`src/rtl/rf_pkg.sv`:
```
// Shared constants and types for the register-file writeback arbiter.
// Port 0 carries ALU results and port 1 carries load/MEM results.
package rf_pkg;

   localparam int unsigned REG_MEM_SIZE = 32;
   localparam int unsigned DATA_W       = 32;
   localparam int unsigned ADDR_W       = 5;
   localparam int unsigned N_PORTS      = 2;

   localparam int unsigned WB_ALU = 0;
   localparam int unsigned WB_MEM = 1;

   typedef struct packed {
      logic [ADDR_W-1:0] addr;
      logic [DATA_W-1:0] data;
   } wb_req_t;

endpackage

```
`src/rtl/rf_wb_slot.sv`:
```
// One-entry writeback holding slot with a valid bit and a one-bit age stamp.
// The age bit is set once the entry has survived an edge without being granted.
module rf_wb_slot
   import rf_pkg::*;
(
   input  logic    i_clk,
   input  logic    i_rst,
   input  logic    i_load,
   input  wb_req_t i_req,
   input  logic    i_grant,
   output logic    o_valid,
   output logic    o_aged,
   output wb_req_t o_req
);

   logic    r_valid;
   logic    r_aged;
   wb_req_t r_req;

   // Grant only targets a full slot and load only an empty one, so they never collide.
   always_ff @(posedge i_clk) begin
      if (i_rst) begin
         r_valid <= 1'b0;
         r_aged  <= 1'b0;
         r_req   <= '0;
      end else if (i_grant) begin
         r_valid <= 1'b0;
         r_aged  <= 1'b0;
      end else if (i_load) begin
         r_valid <= 1'b1;
         r_aged  <= 1'b0;
         r_req   <= i_req;
      end else if (r_valid) begin
         r_aged  <= 1'b1;
      end
   end

   assign o_valid = r_valid;
   assign o_aged  = r_aged;
   assign o_req   = r_req;

endmodule

```
`src/rtl/rf_wb_arbiter.sv`:
```
// Arbitrates the RF write port between the ALU and MEM writeback slots (oldest first,
// round-robin on ties), registers the winning write and forwards pending writes to decode.
module rf_wb_arbiter
   import rf_pkg::*;
(
   input  logic                  clk,
   input  logic                  rst,
   input  logic [N_PORTS-1:0]    req_valid,
   output logic [N_PORTS-1:0]    req_ready,
   input  logic [2*ADDR_W-1:0]   req_addr,
   input  logic [2*DATA_W-1:0]   req_data,
   output logic                  wb_we,
   output logic [ADDR_W-1:0]     wb_addr,
   output logic [DATA_W-1:0]     wb_data,
   input  logic [ADDR_W-1:0]     q_addr,
   output logic                  q_hit,
   output logic [DATA_W-1:0]     q_data,
   output logic                  idle
);

   logic [N_PORTS-1:0] w_valid;
   logic [N_PORTS-1:0] w_aged;
   logic [N_PORTS-1:0] w_load;
   logic [N_PORTS-1:0] w_grant;
   wb_req_t            w_in  [N_PORTS];
   wb_req_t            w_req [N_PORTS];
   logic               w_any;
   logic               w_both;
   logic               w_tie;
   logic               w_win;
   logic               w_new;

   logic               r_we;
   logic [ADDR_W-1:0]  r_addr;
   logic [DATA_W-1:0]  r_data;
   logic               r_rr;

   assign req_ready = ~w_valid & {N_PORTS{~rst}};

   for (genvar gi = 0; gi < N_PORTS; gi++) begin : g_slot
      assign w_in[gi].addr = req_addr[gi*ADDR_W +: ADDR_W];
      assign w_in[gi].data = req_data[gi*DATA_W +: DATA_W];
      // R0 writes finish the handshake but are dropped here.
      assign w_load[gi]    = req_valid[gi] && req_ready[gi] && (w_in[gi].addr != '0);

      rf_wb_slot u_slot (
         .i_clk   (clk),
         .i_rst   (rst),
         .i_load  (w_load[gi]),
         .i_req   (w_in[gi]),
         .i_grant (w_grant[gi]),
         .o_valid (w_valid[gi]),
         .o_aged  (w_aged[gi]),
         .o_req   (w_req[gi])
      );
   end

   assign w_any  = |w_valid;
   assign w_both = &w_valid;
   assign w_tie  = w_both && (w_aged[0] == w_aged[1]);
   // With both full and different ages, the aged slot is the older one.
   assign w_win  = w_both ? (w_tie ? r_rr : w_aged[1]) : w_valid[1];
   assign w_new  = ~w_win;
   assign w_grant = {w_any && w_win, w_any && !w_win};

   always_ff @(posedge clk) begin
      if (rst) begin
         r_we   <= 1'b0;
         r_addr <= '0;
         r_data <= '0;
         r_rr   <= 1'b0;
      end else begin
         r_we <= w_any;
         if (w_any) begin
            r_addr <= w_req[w_win].addr;
            r_data <= w_req[w_win].data;
         end
         if (w_tie) begin
            r_rr <= ~r_rr;
         end
      end
   end

   assign wb_we   = r_we;
   assign wb_addr = r_addr;
   assign wb_data = r_data;
   assign idle    = !r_we && !w_any;

   // Youngest pending write wins: the slot that would lose arbitration is the newer one.
   always_comb begin
      q_hit  = 1'b0;
      q_data = '0;
      if (q_addr != '0) begin
         if (w_valid[w_new] && (w_req[w_new].addr == q_addr)) begin
            q_hit  = 1'b1;
            q_data = w_req[w_new].data;
         end else if (w_valid[w_win] && (w_req[w_win].addr == q_addr)) begin
            q_hit  = 1'b1;
            q_data = w_req[w_win].data;
         end else if (r_we && (r_addr == q_addr)) begin
            q_hit  = 1'b1;
            q_data = r_data;
         end
      end
   end

endmodule

```
`config.mk`:
```
export PLATFORM = sky130hd
export DESIGN_NAME = rf_wb_arbiter
export DESIGN_NICKNAME = d
export VERILOG_FILES = /design/src/rtl/rf_pkg.sv /design/src/rtl/rf_wb_slot.sv /design/src/rtl/rf_wb_arbiter.sv
export SDC_FILE = /design/constraint.sdc
export NUM_CORES = 1
export LEC_CHECK = 0
export BUFFER_PORTS_ARGS = -buffer_cell sky130_fd_sc_hd__buf_2
export CORE_MARGIN = 3
export CORE_UTILIZATION = 53
export DETAILED_ROUTE_END_ITERATION = 10
export PLACE_DENSITY = 0.88
export SLEW_MARGIN = 30
export SYNTH_ARGS = -nofsm -noshare
export SYNTH_HDL_FRONTEND = slang
export SYNTH_SLANG_ARGS = --single-unit
```
`constraint.sdc`:
```
create_clock -name clk -period 4.3 [get_ports clk]
set_clock_uncertainty 0.15 [all_clocks]
set_input_delay 0.86 -clock clk [delete_from_list [all_inputs] [get_ports clk]]
set_output_delay 0.86 -clock clk [all_outputs]
set_load 0.03 [all_outputs]
```
==> run summary <==
fmax: 238 MHz
worst vdd ir: 379 uV
worst path cell trace: buf_2, xor2_1, a2111oi_1, o21ai_0, a221o_1, a211oi_4, buf_4, a221oi_1, a211oi_1, buf_4
Max Cap Viol: 0
Reg2Reg Depth: 7
drt drc: 0
CP Buf/Inv Count: 3
reg2reg end: wb_data[19]
most used cell, CP: buf_4
Worst Hold Class: reg -> reg
CP top delay family: compound AO/OA/AOI/OAI gates
Synth Net Count: 830
Hold Path Depth: 2
Pleak: 3.08 nW
FF+latch count, synth: 117
CP endpoint kind: output pin
drt wl/cell: 17.2 um
WL met2: 8720 um
Iteration-0 DRC Markers: 467
Highest Signal Layer: met4
worst skew pair latency: 0.41 ns
commonest non-fill, non-tap cell in the layout: nand2_1
I/O pins: 157
Vias/cell: 5.78
Post-synth EDFFs: 0
Die Area: 0.0127 mm^2
Layout Nets: 972
Fin. Hold Viols: 0
slowest stage delay, CP: 0.41 ns
Num CTS Buffers: 17
Critical R2R Launch: g_slot[1].u_slot.o_aged
hold buffer count at CTS: 0
critical path data arrival time: 3.20 ns
vias in the first global route: 5855
total congestion overflow: 0
drt pass-1 iters: 6
Met3 Wirelength: 1370 um
antenna violations before repair: 0
final period demand of the worst path: 4.21 ns
Critical Path Start Type: input pin
Longest Clk Path Bufs: 2
CTS tree: yes
synthesized area per cell: 8.07 um^2
RSZ-0062 raised after global routing: yes
post-synthesis cell type count: 50
sequential area share after synthesis: 38.8%
run status: complete, no violations
routed metal-1 wire length: 7420 um
Initial Util: 54.9%
Hold Crit Start: g_slot[1].u_slot.o_req[16]
Site Rows: 38
Num Clock Sinks: 117
Setup violations, final: 0
CP Class: in -> out
post-route cell area: 0.00758 mm^2
Filler Cell Count: 868
WHS Endpoint: g_slot[1].u_slot.o_req[16]
Pwr Total: 3.19 mW
Multi-input gate area: 0.00341 mm^2
period utilization: 97.9%
largest net degree at the start of global routing: 62
H-tree Lvls: 4
number of instances in the placed design: 1009
RePlAce Congestion: 0.896
Slew @ Worst Pin: 0.990 ns
Port Buffers: 156
WHS: 0.318 ns
share of cells above drive strength 1: 30.7%
DIE WIDTH: 113 um
R2R setup slack: 1.77 ns
clk slew on worst S/H paths: 0.05 ns
Syn Inst Count: 747
final WL: 17900 um
Crit path required time: 3.29 ns
async set-reset flop share out of synthesis: 0%
Most used DFF post-synth: dfxtp_1
Place WS: 0.0574 ns
Final Max Slew Viols: 0
Core Region: 0.0110 mm^2
crit path max fanout: 9
height of the die: 113 um
Pwr Density: 421 mW/mm^2
post-detailed-route count of antenna-violating nets: 0
Cell Area, Placed: 0.00694 mm^2
first-pass GRT wire length: 28700 um
Worst slew margin: 33.9%
Mapped Area: 0.00603 mm^2
final setup margin: 0.0920 ns
DP Wirelength: 11600 um
ant diodes: 0
vias: 6023
gr usage total: 27.9%
P&R area growth vs syn: 25.8%
Sequential Area: 0.00234 mm^2
Final Instance Count excl. Fillers: 1042
slowest CP cell: a221o_1
most frequent cells in the layout: nand2_1, buf_2, dfxtp_1
Ys Warns: 0
root buf cell: clkbuf_16
==> where the power goes <==
group	internal (mW)	leakage, nW	switching [mW]
clock network	0.980	0.302	0.486
registers	1.16	0.957	0.0591
logic	0.181	1.82	0.330
total	2.32	3.08	0.875
==> flip-flops by register name, indices dropped and copies added, names as in the netlist <==
name	cells
r_rr	1
g_slot.u_slot.o_aged	2
g_slot.u_slot.o_valid	2
wb_addr	5
g_slot.u_slot.o_req	74
wb_we	1
wb_data	32
==> cells in the mapped netlist (9+ instances only) <==
master	number	area, um^2
nor3_1	34	170
xor2_1	9	78.8
mux2i_1	38	380
buf_4	9	67.6
nor2_1	79	297
a211oi_1	9	67.6
clkbuf_1	36	135
dfxtp_1	117	2340
mux2_2	32	360
nand2_1	204	766
a32oi_2	20	325
a21oi_1	79	395
buf_2	10	50.1
==> repair_timing <==
item,in CTS,in global routing
buffers inserted,0,1
setup endpoints to repair,6,29
cloned,0,0
pin swaps,0,2
resized for setup,2,10
==> per-layer routing <==
layer	vias up	track usage, %
met5	-	0
met4	0	11.5
met3	42	5.12
met2	289	46.5
met1	2828	35.5
li1	2864	-
==> worst max-delay path by stage <==
stage / start / end / slack (ns) / depth (start not counted)
6_report: q_addr[0] / q_data[1] / 0.09 / 10
5_1_grt: q_addr[0] / q_data[1] / -0.07 / 10
4_1_cts: q_addr[0] / q_data[24] / 0.02 / 10
3_5_place_dp: q_addr[0] / q_data[24] / 0.06 / 10
3_3_place_gp: q_addr[0] / q_data[24] / 0.09 / 10
2_1_floorplan: q_addr[4] / q_data[1] / 0.08 / 9
==> cell type report <==
cell class / count / area share, %
clock buffers: 22 / 5.99
clock inverters: 10 / 2.03
inverters: 5 / 0.248
multi-input cells: 566 / 45.0
flip-flops and latches: 117 / 30.9
well taps: 140 / 2.31
repair buffers: 182 / 13.5
==> stage by stage <==
step / setup TNS, ns / util, %
floorplan: 0 / -
global placement: 0 / 63.2
detailed placement: 0 / 63.2
CTS: 0 / 68.8
global route: -0.0731 / 69.0
finish: 0 / 69.0
==> cells by family after synthesis <==
kind of cell    share of synthesized area, %
xor+xnor                                1.89
mux                                     12.5
flops                                   38.8
buf+inv                                 5.00
simple gates                            22.3
compound gates                          19.5
==> worst min-delay path: cells and delay by family (launching register included) <==
| kind | cells | cell delay (ns) |
|---|---|---|
| AO/OA/AOI/OAI | 1 | 0.05 |
| flip-flops | 1 | 0.31 |
| AND/OR/NAND/NOR | 1 | 0.05 |
(Power assumes the default switching activity.)
